**config.mk**
```make
export PLATFORM = sky130hd
export DESIGN_NAME = hazard_unit
export DESIGN_NICKNAME = d
export VERILOG_FILES = /design/src/rtl/hazard_unit.sv
export SDC_FILE = /design/constraint.sdc
export NUM_CORES = 1
export LEC_CHECK = 0
export CELL_PAD_IN_SITES_DETAIL_PLACEMENT = 0
export CELL_PAD_IN_SITES_GLOBAL_PLACEMENT = 2
export CORE_MARGIN = 8
export CORE_UTILIZATION = 30
export CTS_CLUSTER_SIZE = 8
export DETAILED_ROUTE_END_ITERATION = 8
export PLACE_DENSITY_LB_ADDON = 0.1
export RECOVER_POWER = 50
export SETUP_SLACK_MARGIN = 0.05
export SLEW_MARGIN = 5
export SYNTH_ARGS = -nofsm -noshare
export SYNTH_HDL_FRONTEND = slang
export SYNTH_SLANG_ARGS = --single-unit
```
**constraint.sdc**
```tcl
create_clock -name clk -period 3.1 [get_ports clk]
set_input_delay 0.93 -clock clk [delete_from_list [all_inputs] [get_ports clk]]
set_output_delay 0.93 -clock clk [all_outputs]
set_load 0.01 [all_outputs]
```
**src/rtl/hazard_unit.sv**
```systemverilog
// Pipeline hazard unit: tracks the EX/MEM/WB destinations of in-flight instructions and
// derives operand forwarding selects, load-use (or no-forwarding) stalls and branch flushes.
module hazard_unit #(
  parameter bit FWD_EN = 1'b1
) (
  input  logic       clk,
  input  logic       R,
  input  logic [3:0] ID_Rn,
  input  logic [3:0] ID_Rm,
  input  logic [3:0] ID_Rd,
  input  logic       ID_use_Rn,
  input  logic       ID_use_Rm,
  input  logic       ID_use_Rd,
  input  logic       ID_RF_enable,
  input  logic       ID_load_instr,
  input  logic       branch_taken,
  output logic       PC_LE,
  output logic       IFID_LE,
  output logic       SS,
  output logic       IFID_flush,
  output logic [1:0] FWD_A,
  output logic [1:0] FWD_B,
  output logic [1:0] FWD_D
);

  localparam logic [1:0] SEL_RF  = 2'b00;
  localparam logic [1:0] SEL_EX  = 2'b01;
  localparam logic [1:0] SEL_MEM = 2'b10;
  localparam logic [1:0] SEL_WB  = 2'b11;

  logic [3:0] ex_rd_r, mem_rd_r, wb_rd_r;
  logic       ex_rf_r, mem_rf_r, wb_rf_r;
  logic       ex_ld_r;

  logic       a_ex_s, a_mem_s, a_wb_s;
  logic       b_ex_s, b_mem_s, b_wb_s;
  logic       d_ex_s, d_mem_s, d_wb_s;
  logic       any_ex_s, any_slot_s;
  logic       stall_s;
  logic [1:0] fwd_a_s, fwd_b_s, fwd_d_s;

  // R15 is the PC and is never produced by an in-flight instruction, so it never matches.
  function automatic logic src_match(input logic       use_bit,
                                     input logic [3:0] src,
                                     input logic       slot_rf,
                                     input logic [3:0] slot_rd);
    return use_bit && slot_rf && (slot_rd == src) && (src != 4'd15);
  endfunction

  function automatic logic [1:0] fwd_sel(input logic m_ex, input logic m_mem, input logic m_wb);
    logic [1:0] sel;
    if (m_ex) begin
      sel = SEL_EX;
    end else if (m_mem) begin
      sel = SEL_MEM;
    end else if (m_wb) begin
      sel = SEL_WB;
    end else begin
      sel = SEL_RF;
    end
    return sel;
  endfunction

  assign a_ex_s  = src_match(ID_use_Rn, ID_Rn, ex_rf_r,  ex_rd_r);
  assign a_mem_s = src_match(ID_use_Rn, ID_Rn, mem_rf_r, mem_rd_r);
  assign a_wb_s  = src_match(ID_use_Rn, ID_Rn, wb_rf_r,  wb_rd_r);
  assign b_ex_s  = src_match(ID_use_Rm, ID_Rm, ex_rf_r,  ex_rd_r);
  assign b_mem_s = src_match(ID_use_Rm, ID_Rm, mem_rf_r, mem_rd_r);
  assign b_wb_s  = src_match(ID_use_Rm, ID_Rm, wb_rf_r,  wb_rd_r);
  assign d_ex_s  = src_match(ID_use_Rd, ID_Rd, ex_rf_r,  ex_rd_r);
  assign d_mem_s = src_match(ID_use_Rd, ID_Rd, mem_rf_r, mem_rd_r);
  assign d_wb_s  = src_match(ID_use_Rd, ID_Rd, wb_rf_r,  wb_rd_r);

  assign any_ex_s   = a_ex_s | b_ex_s | d_ex_s;
  assign any_slot_s = any_ex_s | a_mem_s | b_mem_s | d_mem_s | a_wb_s | b_wb_s | d_wb_s;

  // Stall decision and forwarding selects, independent of reset forcing.
  always_comb begin
    fwd_a_s = SEL_RF;
    fwd_b_s = SEL_RF;
    fwd_d_s = SEL_RF;
    if (FWD_EN) begin
      stall_s = any_ex_s & ex_ld_r;
      fwd_a_s = fwd_sel(a_ex_s, a_mem_s, a_wb_s);
      fwd_b_s = fwd_sel(b_ex_s, b_mem_s, b_wb_s);
      fwd_d_s = fwd_sel(d_ex_s, d_mem_s, d_wb_s);
    end else begin
      stall_s = any_slot_s;
    end
  end

  // Pipeline control outputs; reset forces a bubble with fetch enabled.
  always_comb begin
    PC_LE      = 1'b1;
    IFID_LE    = 1'b1;
    SS         = 1'b0;
    IFID_flush = 1'b0;
    FWD_A      = SEL_RF;
    FWD_B      = SEL_RF;
    FWD_D      = SEL_RF;
    if (!R) begin
      SS = 1'b1;
    end else if (stall_s) begin
      PC_LE   = 1'b0;
      IFID_LE = 1'b0;
      SS      = 1'b1;
      FWD_A   = fwd_a_s;
      FWD_B   = fwd_b_s;
      FWD_D   = fwd_d_s;
    end else begin
      IFID_flush = branch_taken;
      FWD_A      = fwd_a_s;
      FWD_B      = fwd_b_s;
      FWD_D      = fwd_d_s;
    end
  end

  // Shadow pipeline: shift EX->MEM->WB, inserting a bubble into EX on a stall.
  always_ff @(posedge clk) begin
    if (!R) begin
      ex_rd_r  <= 4'd0;
      ex_rf_r  <= 1'b0;
      ex_ld_r  <= 1'b0;
      mem_rd_r <= 4'd0;
      mem_rf_r <= 1'b0;
      wb_rd_r  <= 4'd0;
      wb_rf_r  <= 1'b0;
    end else begin
      wb_rd_r  <= mem_rd_r;
      wb_rf_r  <= mem_rf_r;
      mem_rd_r <= ex_rd_r;
      mem_rf_r <= ex_rf_r;
      ex_rd_r  <= ID_Rd;
      if (stall_s) begin
        ex_rf_r <= 1'b0;
        ex_ld_r <= 1'b0;
      end else begin
        ex_rf_r <= ID_RF_enable;
        ex_ld_r <= ID_load_instr;
      end
    end
  end

endmodule
```
==> insert_results.sql <==
INSERT INTO impl_metrics (metric_group, metric, value, unit) VALUES
('sta', 'unrepaired_setup_endpoints_after_global_routing', 'true', ''),
('routing', 'routed_wire_length_per_instance', '15.4', 'um'),
('pwr', 'power.leakage', '0.750', 'nW'),
('worst_hold_path', 'worstHoldPathType', 'register to register', ''),
('layout', 'fraction_of_layout_cells_with_a_size_suffix_above_1', '48.8', '%'),
('clock_network', 'clock_tree.htree_level_count', '1', ''),
('logic_synthesis', 'synthesis.yosys.warnings', '0', ''),
('setup_path', 'chain_of_cells_forming_the_critical_path', 'buf_4, nand4_1, buf_4, nand2_2, or3_1, o211a_1, dlygate4sd2_1', ''),
('sta', 'tns', '0', 'ps'),
('setup_path', 'crit_type', 'input pin to output pin', ''),
('sta', 'peak_freq', '330', 'MHz'),
('die', 'number_of_standard_cell_rows_in_the_floorplan', '21', ''),
('clock_network', 'clock_tree.root_cell', 'sky130_fd_sc_hd__clkbuf_4', ''),
('die', 'vert_die_dim', '75.8', 'um'),
('global_route', 'antenna_found_initial', '0', ''),
('outcome', 'run_status', 'completed', ''),
('clock_network', 'tritoncts.num_buffers', '3', ''),
('routing', 'routed_wirelength', '3260', 'um'),
('global_route', 'largest_net_degree_at_the_start_of_global_routing', '9', ''),
('layout', 'area_growth_syn_to_layout', '66.9', '%'),
('pwr', 'finalPower', '0.482', 'mW'),
('sta', 'timing_hold_violations_final', '0', ''),
('routing', 'first_iter_violations', '18', ''),
('routing', 'postRouteAntennaNets', '0', ''),
('layout', 'insertedDiodeCount', '0', ''),
('sta', 'final-setup-viol-count', '0', ''),
('pwr', 'pwr_density_cell', '269', 'mW/mm2'),
('sta', 'final.min_clock_period', '3030', 'ps'),
('logic_synthesis', 'netlist-cell-type-count', '24', ''),
('logic_synthesis', 'post_synth.cell_area_avg', '9.31', 'um2'),
('layout', 'final_net_count', '188', ''),
('clock_network', 'clkTransAtPathRegs', '90', 'ps'),
('run', 'drv_cap', '0', ''),
('global_route', 'grt_first_pass_wirelength', '5040', 'um'),
('routing', 'dr_total_vias', '978', ''),
('logic_synthesis', 'syn_inst_count', '115', ''),
('die', 'initial_standard_cell_utilization_of_the_core', '31.6', '%'),
('global_route', 'number_of_global_route_vias_before_repair', '1047', ''),
('setup_path', 'worst_path_dominant_cell_family', 'buffers and inverters', ''),
('clock_network', 'clock_path_buffers', '2', ''),
('sta', 'fin_skew', '1.44', 'ps'),
('logic_synthesis', 'synth_net_count', '135', ''),
('setup_path', 'wp_data_required', '2170', 'ps'),
('setup_path', 'critical-path-max-stage-delay', '350', 'ps'),
('clock_network', 'cts_tree', 'yes', ''),
('die', 'core_region_area', '0.00339', 'mm2'),
('clock_network', 'cts-hold-fix-buffers', '0', ''),
('clock_network', 'later_pin_clock_latency_in_the_skew_report', '280', 'ps'),
('placed_design', 'io_buffers', '29', ''),
('layout', 'finalCoreUtilization', '52.8', '%'),
('global_route', 'gr-usage-all-layers', '11.9', '%'),
('sta', 'worst_slew_margin_rel', '75.7', '%'),
('sta', 'final-max-slew-violation-count', '0', ''),
('placed_design', 'dp.final_hpwl', '2490', 'um'),
('placed_design', 'globalplace.congestion', '0.882', ''),
('global_route', 'grt_remaining_overflow', '0', ''),
('routing', 'detail_route.drc_violations', '0', ''),
('die', 'design.portCount', '30', ''),
('logic_synthesis', 'proportion_of_synthesized_chip_area_in_sequential_cells', '29.9', '%'),
('die', 'die-area', '0.00574', 'mm2'),
('pwr', 'power.ir.vdd_worst', '155', 'uV'),
('routing', 'detail_route.first_pass.iterations', '4', ''),
('routing', 'post_drt_via_cell_ratio', '4.61', ''),
('logic_synthesis', 'synth.ff_latch_count', '16', ''),
('setup_path', 'crit_path_top_delay_cell', 'sky130_fd_sc_hd__or3_1', ''),
('setup_path', 'critPathArrivalTime', '2100', 'ps'),
('setup_path', 'cp-start-kind', 'input pin', ''),
('placed_design', 'place_inst', '199', ''),
('die', 'chipWidth', '75.8', 'um'),
('sta', 'worst_pin_slew', '364', 'ps'),
('setup_path', 'cp_common_cell', 'sky130_fd_sc_hd__buf_4', ''),
('clock_network', 'cts.sinks', '16', ''),
('sta', 'fin_crit_sh', '97.7', '%'),
('setup_path', 'number_of_buffers_and_inverters_on_the_critical_path', '3', ''),
('setup_path', 'worstPathMaxFanout', '3', ''),
('layout', 'finish.cell_count_without_fillers', '212', ''),
('logic_synthesis', 'netlist_area', '0.00107', 'mm2'),
('setup_path', 'endpoint_kind_of_the_worst_setup_timing_path', 'output pin', '');
## metal layers
layer | part of all wire, % | global-route usage, % | up-vias | routed length [um]
met2 | 50 | 21.6 | 20 | 1630
met3 | 5.2 | 2.50 | 2 | 168
met1 | 44 | 13.4 | 455 | 1440
met5 | 0 | 0 | - | 0
li1 | - | - | 501 | -
met4 | 0.52 | 3.84 | 0 | 17
## worst reg2reg max path, delay by kind of cell, from the launching register on
family | cells | cell delay, ps
xor+xnor | 1 | 160
compound gates | 1 | 60
buf+inv | 2 | 330
flops | 1 | 550
simple gates | 2 | 450
## report_power, final
| part | leakage (nW) | switching (mW) | internal (mW) |
|---|---|---|---|
| Sequential | 0.132 | 0.0172 | 0.214 |
| Combinational | 0.605 | 0.0646 | 0.0795 |
| Clock | 0.0138 | 0.0612 | 0.0451 |
| Total | 0.750 | 0.143 | 0.339 |
## synth_stat cells, drive strengths merged
master  number  share of area, %
nor2b        3               1.8
xnor2       24                20
o21a         3               2.1
nor3b        1              0.70
o31ai        1               2.0
nand4        7               4.1
buf          1              0.70
clkbuf       2              0.70
o311ai       1              0.82
nor2         1              0.35
or3          2               1.2
nor4         4               3.7
nand2        8               3.0
nand3        5               3.3
xor2        12               9.8
nor3         5               4.4
and2        14               8.2
dfxtp       16                30
and3         3               1.8
o211a        2               1.9
## registers in the layout, summed over array words and instances (netlist names)
signal	flops
ex_rf_r	1
ex_rd_r	4
mem_rf_r	1
mem_rd_r	4
wb_rf_r	1
ex_ld_r	1
wb_rd_r	4
## through the flow
stage	cell area, um2	worst slack, ps	hold slack [ps]
after CTS	1670	-11.8	565
after global routing	1790	1.09	574
after global placement	1490	-784	544
after detailed placement	1490	-776	542
final	1790	70.0	553
after floorplan	1070	252	475
## area by class of cell
class,instances,area (um2)
repair buffers,51,415
fillers,308,1600
well taps,46,57.6
multi-input cells,96,972
flip-flops and latches,16,320
clock buffers,3,22.5
## worst paths after layout
check / startpoint / end / slack, ps / depth (start not counted)
worst max-delay path: ID_Rm[1] / FWD_B[1] / 70 / 7
worst max register to register: ex_rd_r[2] / ex_rf_r / 1450 / 6
worst min register to register: mem_rf_r / wb_rf_r / 550 / 1
worst min-delay path: mem_rf_r / wb_rf_r / 550 / 1
## what timing repair did
action / CTS / global route
pin swaps: 27 / 17
resized for setup: 120 / 31
setup endpoints to repair: 10 / 10
buffers inserted: 8 / 2
## placed cells by master, fill, tap and decap left out
master and n:
sky130_fd_sc_hd__o21a_1 3, sky130_fd_sc_hd__nor2b_2 1, sky130_fd_sc_hd__nor3_4 4, sky130_fd_sc_hd__o211a_1 2, sky130_fd_sc_hd__o31ai_4 1, sky130_fd_sc_hd__or3_1 2
sky130_fd_sc_hd__nor2_1 1, sky130_fd_sc_hd__nor3b_2 1, sky130_fd_sc_hd__clkbuf_2 1, sky130_fd_sc_hd__nand2_2 4, sky130_fd_sc_hd__nor3_2 1, sky130_fd_sc_hd__nand2_1 4
sky130_fd_sc_hd__buf_8 3, sky130_fd_sc_hd__and2_0 1, sky130_fd_sc_hd__xnor2_4 1, sky130_fd_sc_hd__dfxtp_1 16, sky130_fd_sc_hd__o311ai_2 1, sky130_fd_sc_hd__dlygate4sd2_1 3
sky130_fd_sc_hd__nand3_1 1, sky130_fd_sc_hd__clkdlybuf4s50_1 3, sky130_fd_sc_hd__buf_6 9, sky130_fd_sc_hd__xor2_2 2, sky130_fd_sc_hd__xor2_1 10, sky130_fd_sc_hd__buf_2 12
sky130_fd_sc_hd__buf_4 16, sky130_fd_sc_hd__and2_1 13, sky130_fd_sc_hd__xnor2_1 11, sky130_fd_sc_hd__nand4_1 7, sky130_fd_sc_hd__clkbuf_1 2, sky130_fd_sc_hd__and3_1 3
sky130_fd_sc_hd__clkbuf_4 3, sky130_fd_sc_hd__nor2b_4 1, sky130_fd_sc_hd__clkdlybuf4s15_1 2, sky130_fd_sc_hd__nor4_4 4, sky130_fd_sc_hd__xnor2_2 12, sky130_fd_sc_hd__nand3_2 4
sky130_fd_sc_hd__nor2b_1 1
## logic make-up (layout without fill, tap and decap cells)
logic type      after synthesis  in the layout  share of synthesized area (%)
simple gates                 53             53                           32.5
xor+xnor                     36             36                           29.4
flops                        16             16                           29.9
compound gates                7              7                           6.78
buf+inv                       3             54                           1.40
(Power assumes the default switching activity.)
